**config.mk**
```make
export PLATFORM = sky130hd
export DESIGN_NAME = tone_scheduler
export DESIGN_NICKNAME = d
export VERILOG_FILES = /design/src/rtl/tone_scheduler.sv
export SDC_FILE = /design/constraint.sdc
export NUM_CORES = 1
export LEC_CHECK = 0
export ABC_AREA = 1
export BUFFER_PORTS_ARGS = -buffer_cell sky130_fd_sc_hd__buf_4
export CORE_MARGIN = 8
export CORE_UTILIZATION = 30
export CTS_CLUSTER_DIAMETER = 40
export CTS_CLUSTER_SIZE = 40
export DETAILED_ROUTE_END_ITERATION = 16
export HOLD_SLACK_MARGIN = 0.02
export PLACE_DENSITY_LB_ADDON = 0.15
export SLEW_MARGIN = 20
export SYNTH_ARGS = -nofsm -noshare
export SYNTH_HDL_FRONTEND = slang
export SYNTH_SLANG_ARGS = --single-unit
```
**constraint.sdc**
```tcl
create_clock -name clk -period 2.9 [get_ports clk]
set_input_delay 0.58 -clock clk [delete_from_list [all_inputs] [get_ports clk]]
set_output_delay 0.58 -clock clk [all_outputs]
set_load 0.1 [all_outputs]
```
**src/rtl/tone_scheduler.sv**
```systemverilog
`default_nettype none
// ============================================================================
// tone_scheduler: queues keypad presses and plays each one as a timed PWM tone
// Revision: 1.0
// ============================================================================
module tone_scheduler #(
    parameter int BASE_N      = 1000,
    parameter int STEP_N      = 100,
    parameter int TONE_CYCLES = 25000000,
    parameter int GAP_CYCLES  = 5000000,
    parameter int CNT_W       = 25,
    parameter int DEPTH       = 4
) (
    input  logic        clk,
    input  logic        rst,
    input  logic [3:0]  key_pos,
    input  logic        key_opr,
    output logic [11:0] n_freq,
    output logic        tone_en,
    output logic        reg_we,
    output logic [3:0]  reg_addr,
    output logic [2:0]  reg_data,
    output logic        busy,
    output logic        fifo_full,
    output logic        overflow
);

    localparam int                ADDR_W    = $clog2(DEPTH);
    localparam logic [ADDR_W:0]   FULL_CNT  = DEPTH[ADDR_W:0];
    localparam logic [CNT_W-1:0]  TONE_LAST = CNT_W'(TONE_CYCLES - 1);
    localparam logic [CNT_W-1:0]  GAP_LAST  = CNT_W'(GAP_CYCLES - 1);

    typedef enum logic [1:0] {
        S_IDLE = 2'd0,
        S_LOAD = 2'd1,
        S_PLAY = 2'd2,
        S_GAP  = 2'd3
    } state_t;

    state_t              state_q, state_d;
    logic [CNT_W-1:0]    cnt_q, cnt_d;
    logic                opr_q;
    logic [3:0]          mem_q [DEPTH];
    logic [ADDR_W-1:0]   wr_ptr_q, rd_ptr_q;
    logic [ADDR_W:0]     count_q;
    logic                overflow_q;
    logic [11:0]         n_freq_q, n_freq_d;
    logic [3:0]          reg_addr_q, reg_addr_d;
    logic [2:0]          reg_data_q;
    logic                tone_en_q, reg_we_q, busy_q;

    logic                w_push, w_pop, w_full, w_empty, w_accept;
    logic [3:0]          w_head;
    logic [11:0]         w_freq;

    assign w_push   = key_opr & ~opr_q;
    assign w_empty  = (count_q == '0);
    assign w_full   = (count_q == FULL_CNT);
    assign w_pop    = (state_q == S_LOAD);
    // A full FIFO still accepts a press when the head leaves in the same cycle
    assign w_accept = w_push & (~w_full | w_pop);
    assign w_head   = mem_q[rd_ptr_q];
    assign w_freq   = 12'(BASE_N) + 12'(STEP_N) * {8'd0, w_head};

    always_comb begin
        state_d    = state_q;
        cnt_d      = cnt_q;
        n_freq_d   = n_freq_q;
        reg_addr_d = reg_addr_q;
        case (state_q)
            S_IDLE: begin
                if (!w_empty) begin
                    state_d = S_LOAD;
                end
            end
            S_LOAD: begin
                state_d    = S_PLAY;
                cnt_d      = TONE_LAST;
                reg_addr_d = w_head;
                n_freq_d   = w_freq;
            end
            S_PLAY: begin
                if (cnt_q == '0) begin
                    state_d = S_GAP;
                    cnt_d   = GAP_LAST;
                end else begin
                    cnt_d = cnt_q - 1'b1;
                end
            end
            S_GAP: begin
                if (cnt_q == '0) begin
                    state_d = (!w_empty || w_push) ? S_LOAD : S_IDLE;
                end else begin
                    cnt_d = cnt_q - 1'b1;
                end
            end
            default: begin
                state_d = S_IDLE;
            end
        endcase
    end

    always_ff @(posedge clk or posedge rst) begin
        if (rst) begin
            state_q    <= S_IDLE;
            cnt_q      <= '0;
            opr_q      <= 1'b0;
            wr_ptr_q   <= '0;
            rd_ptr_q   <= '0;
            count_q    <= '0;
            overflow_q <= 1'b0;
            n_freq_q   <= 12'(BASE_N);
            reg_addr_q <= 4'd0;
            reg_data_q <= 3'd1;
            tone_en_q  <= 1'b0;
            reg_we_q   <= 1'b0;
            busy_q     <= 1'b0;
        end else begin
            state_q    <= state_d;
            cnt_q      <= cnt_d;
            opr_q      <= key_opr;
            n_freq_q   <= n_freq_d;
            reg_addr_q <= reg_addr_d;
            tone_en_q  <= (state_d == S_PLAY);
            reg_we_q   <= w_pop;
            busy_q     <= (state_d != S_IDLE);
            // Color code advances after each write and never takes the value 0
            if (reg_we_q) begin
                reg_data_q <= (reg_data_q == 3'd7) ? 3'd1 : reg_data_q + 3'd1;
            end
            if (w_accept) begin
                wr_ptr_q <= wr_ptr_q + 1'b1;
            end
            if (w_pop) begin
                rd_ptr_q <= rd_ptr_q + 1'b1;
            end
            if (w_accept && !w_pop) begin
                count_q <= count_q + 1'b1;
            end else if (!w_accept && w_pop) begin
                count_q <= count_q - 1'b1;
            end
            if (w_push && w_full && !w_pop) begin
                overflow_q <= 1'b1;
            end
        end
    end

    always_ff @(posedge clk) begin
        if (w_accept) begin
            mem_q[wr_ptr_q] <= key_pos;
        end
    end

    assign n_freq    = n_freq_q;
    assign tone_en   = tone_en_q;
    assign reg_we    = reg_we_q;
    assign reg_addr  = reg_addr_q;
    assign reg_data  = reg_data_q;
    assign busy      = busy_q;
    assign fifo_full = w_full;
    assign overflow  = overflow_q;

endmodule
`default_nettype wire

```
==> results.tsv <==
metric	value	unit
Slew headroom	0.637	
Yosys top cell by area	dfrtp_1	
final hold violations	0	
CTS root buffer	clkbuf_16	
# nets final	570	
Max Root-Sink Buffers	2	
Die W	133	um
GRT overflow	0	
kind of critical path	reg -> reg	
Leak	2.16	nW
post-layout min period	2.69	ns
wire per inst	13.0	um
Post-synth EDFFs	16	
clk sink count	71	
vias in the first global route	3294	
drt total wl	9.38	mm
pwr/cell area	558	mW/mm^2
RD Place Congestion	0.811	
Critical Path AT	2.91	ns
pins over their slew limit	0	
largest net degree at the start of global routing	26	
row count	42	
fraction of registers with async set/reset	0.775	
Post-Route Skew	0.00673	ns
TritonCTS clock tree	done	
Ant. Diodes	0	
FMAX	372	MHz
layout cell share with drive strength beyond 1	0.190	
most area-consuming cells after synthesis	dfrtp_1 (29%), nand2_1 (13%), edfxtp_1 (12%), ha_1 (5.5%), inv_1 (5.1%)	
syn avg cell area	8.02	sq um
cell count after synthesis	508	
hold slack	0.289	ns
DPL Wire Length	7.11	mm
Finish-stage setup viols	0	
first-iteration detailed-routing DRC count	124	
Tot Pwr	2.66	mW
post-cts sizing count	0	
DRT antenna net count	0	
share of the synthesized area in the top cell type	0.295	
postcts setup bufs	0	
antenna violations before repair	0	
sequential area share after synthesis	0.458	
Top-Level Pins	31	
yosys warns	0	
Die Area	0.0176	sq mm
first-pass GRT wire length	16.0	mm
most common cell in the netlist	nand2_1	
fillcell total	1397	
CTS Buf Count	9	
CTS H-tree depth	3	
worst slew pin tran	0.544	ns
fin crit share	0.927	
mapped cell area	0.00408	sq mm
Startpoint Class	flop	
hold crit path type	in -> async	
Via Count	3225	
synth cell count leaders	nand2_1 (144), inv_1 (55), nor2_1 (54)	
DRC	0	
Post-CTS Hold Fix Bufs	0	
predominant post-synthesis flop cell	dfrtp_1	
flops & latches, synth	71	
outcome	completed	
vias per cell	4.45	
Clock Latency Late Sink	0.34	ns
port bufs	28	
starting density of the core	0.308	
All-Layer GR Usage	0.113	
Synth cell types	38	
DRT Pass-1 Iters	4	
core area	0.0132	sq mm
Max-cap violations	0	
worst vdd rail ir drop	0.000535	V
critical path peak fanout	9	
CP endpoint kind	flop	
clock slew at reported path FFs	0.06	ns
P&R area growth vs syn	17.2	%
CP Data Required Time	3.12	ns
Die Ht	133	um
[state kept, by name (all words and copies together), names as in the netlist, 2 cells and up]
signal and cells:
state_q 2, mem_q 16, count_q 3, reg_data 3, reg_addr 4, n_freq 9
cnt_q 25, wr_ptr_q 2, rd_ptr_q 2
[worst max-delay path: stages (launching register included)]
cell	delay, ns
dfrtp_1	0.43
inv_2	0.11
o21ai_0	0.22
o22ai_2	0.12
ha_1	0.30
ha_1	0.16
inv_1	0.05
fa_1	0.52
inv_1	0.07
nor2_1	0.13
inv_1	0.08
nor3_2	0.19
nand2_1	0.07
nand2_1	0.06
nand3_1	0.07
[per-layer routing]
metal | GRT usage | routed length [um] | up-vias
li1 | - | - | 1677
met1 | 0.143 | 4660 | 1481
met2 | 0.177 | 4150 | 56
met3 | 0.0235 | 380 | 11
met4 | 0.0568 | 199 | 0
met5 | 0 | 0 | -
[metrics by stage]
stage | util | cells | TNS, ns | setup WS (ns) | cell area (sq um)
4_1_cts | 0.360 | 724 | 0 | 0.162 | 4760
3_3_place_gp | 0.338 | 708 | 0 | 0.253 | 4480
3_5_place_dp | 0.338 | 708 | 0 | 0.169 | 4480
6_report | 0.361 | 724 | 0 | 0.211 | 4780
2_1_floorplan | - | 509 | 0 | 0.206 | 4090
5_1_grt | 0.361 | 724 | -0.00342 | -0.00342 | 4780
[cell type report]
class,count,area (sq um),share of cell area
timing repair buffer,35,263,0.0550
multi-input combinational,356,1880,0.395
clock buffer,9,225,0.0472
inverter,70,263,0.0550
tap,176,220,0.0461
clock inverter,7,55.1,0.0115
sequential,71,1870,0.391
[cells by family after synthesis]
logic type / count (synthesis) / share of synthesized area
simple gates: 274 / 0.298
buf+inv: 82 / 0.0872
flops: 71 / 0.458
compound gates: 46 / 0.0605
fa+ha+maj: 20 / 0.0651
xor+xnor: 13 / 0.0279
other cells: 1 / 0.000920
mux: 1 / 0.00276
[power breakdown]
| group | internal [mW] | switching [mW] |
|---|---|---|
| combinational | 0.150 | 0.318 |
| sequential | 1.09 | 0.0534 |
| clock | 0.588 | 0.463 |
| total | 1.83 | 0.834 |
[worst paths after layout]
kind | startpoint | slack, ns | cells past startpoint | to
worst max-delay path | rd_ptr_q[0]$_DFFE_PP0P_ | 0.21 | 14 | n_freq[10]$_DFFE_PP0P_
worst min-delay path | rst | 0.29 | 2 | cnt_q[8]$_DFFE_PP0P_
worst max register to register | rd_ptr_q[0]$_DFFE_PP0P_ | 0.21 | 14 | n_freq[10]$_DFFE_PP0P_
worst min register to register | n_freq[8]$_DFFE_PP1P_ | 0.47 | 2 | n_freq[8]$_DFFE_PP1P_
max in group asynchronous | rst | 1.99 | 3 | wr_ptr_q[1]$_DFFE_PP0P_
min in group clk | key_opr | 0.35 | 1 | opr_q$_DFF_PP0_
[cells in the final DEF (no fill, tap or decap), drive strengths merged, types with 2 or more instances in the layout]
| master | count |
|---|---|
| o21ai | 33 |
| buf | 35 |
| dfrtp | 48 |
| clkinv | 3 |
| nand2 | 152 |
| nor2 | 66 |
| inv | 73 |
| dfstp | 7 |
| a21oi | 4 |
| o22ai | 2 |
| nand4 | 9 |
| conb | 2 |
| nand3 | 38 |
| xnor2 | 5 |
| fa | 2 |
| ha | 18 |
| nor3 | 7 |
| a31oi | 4 |
| clkbuf | 9 |
| xor2 | 8 |
| edfxtp | 16 |
(Power assumes the default switching activity.)
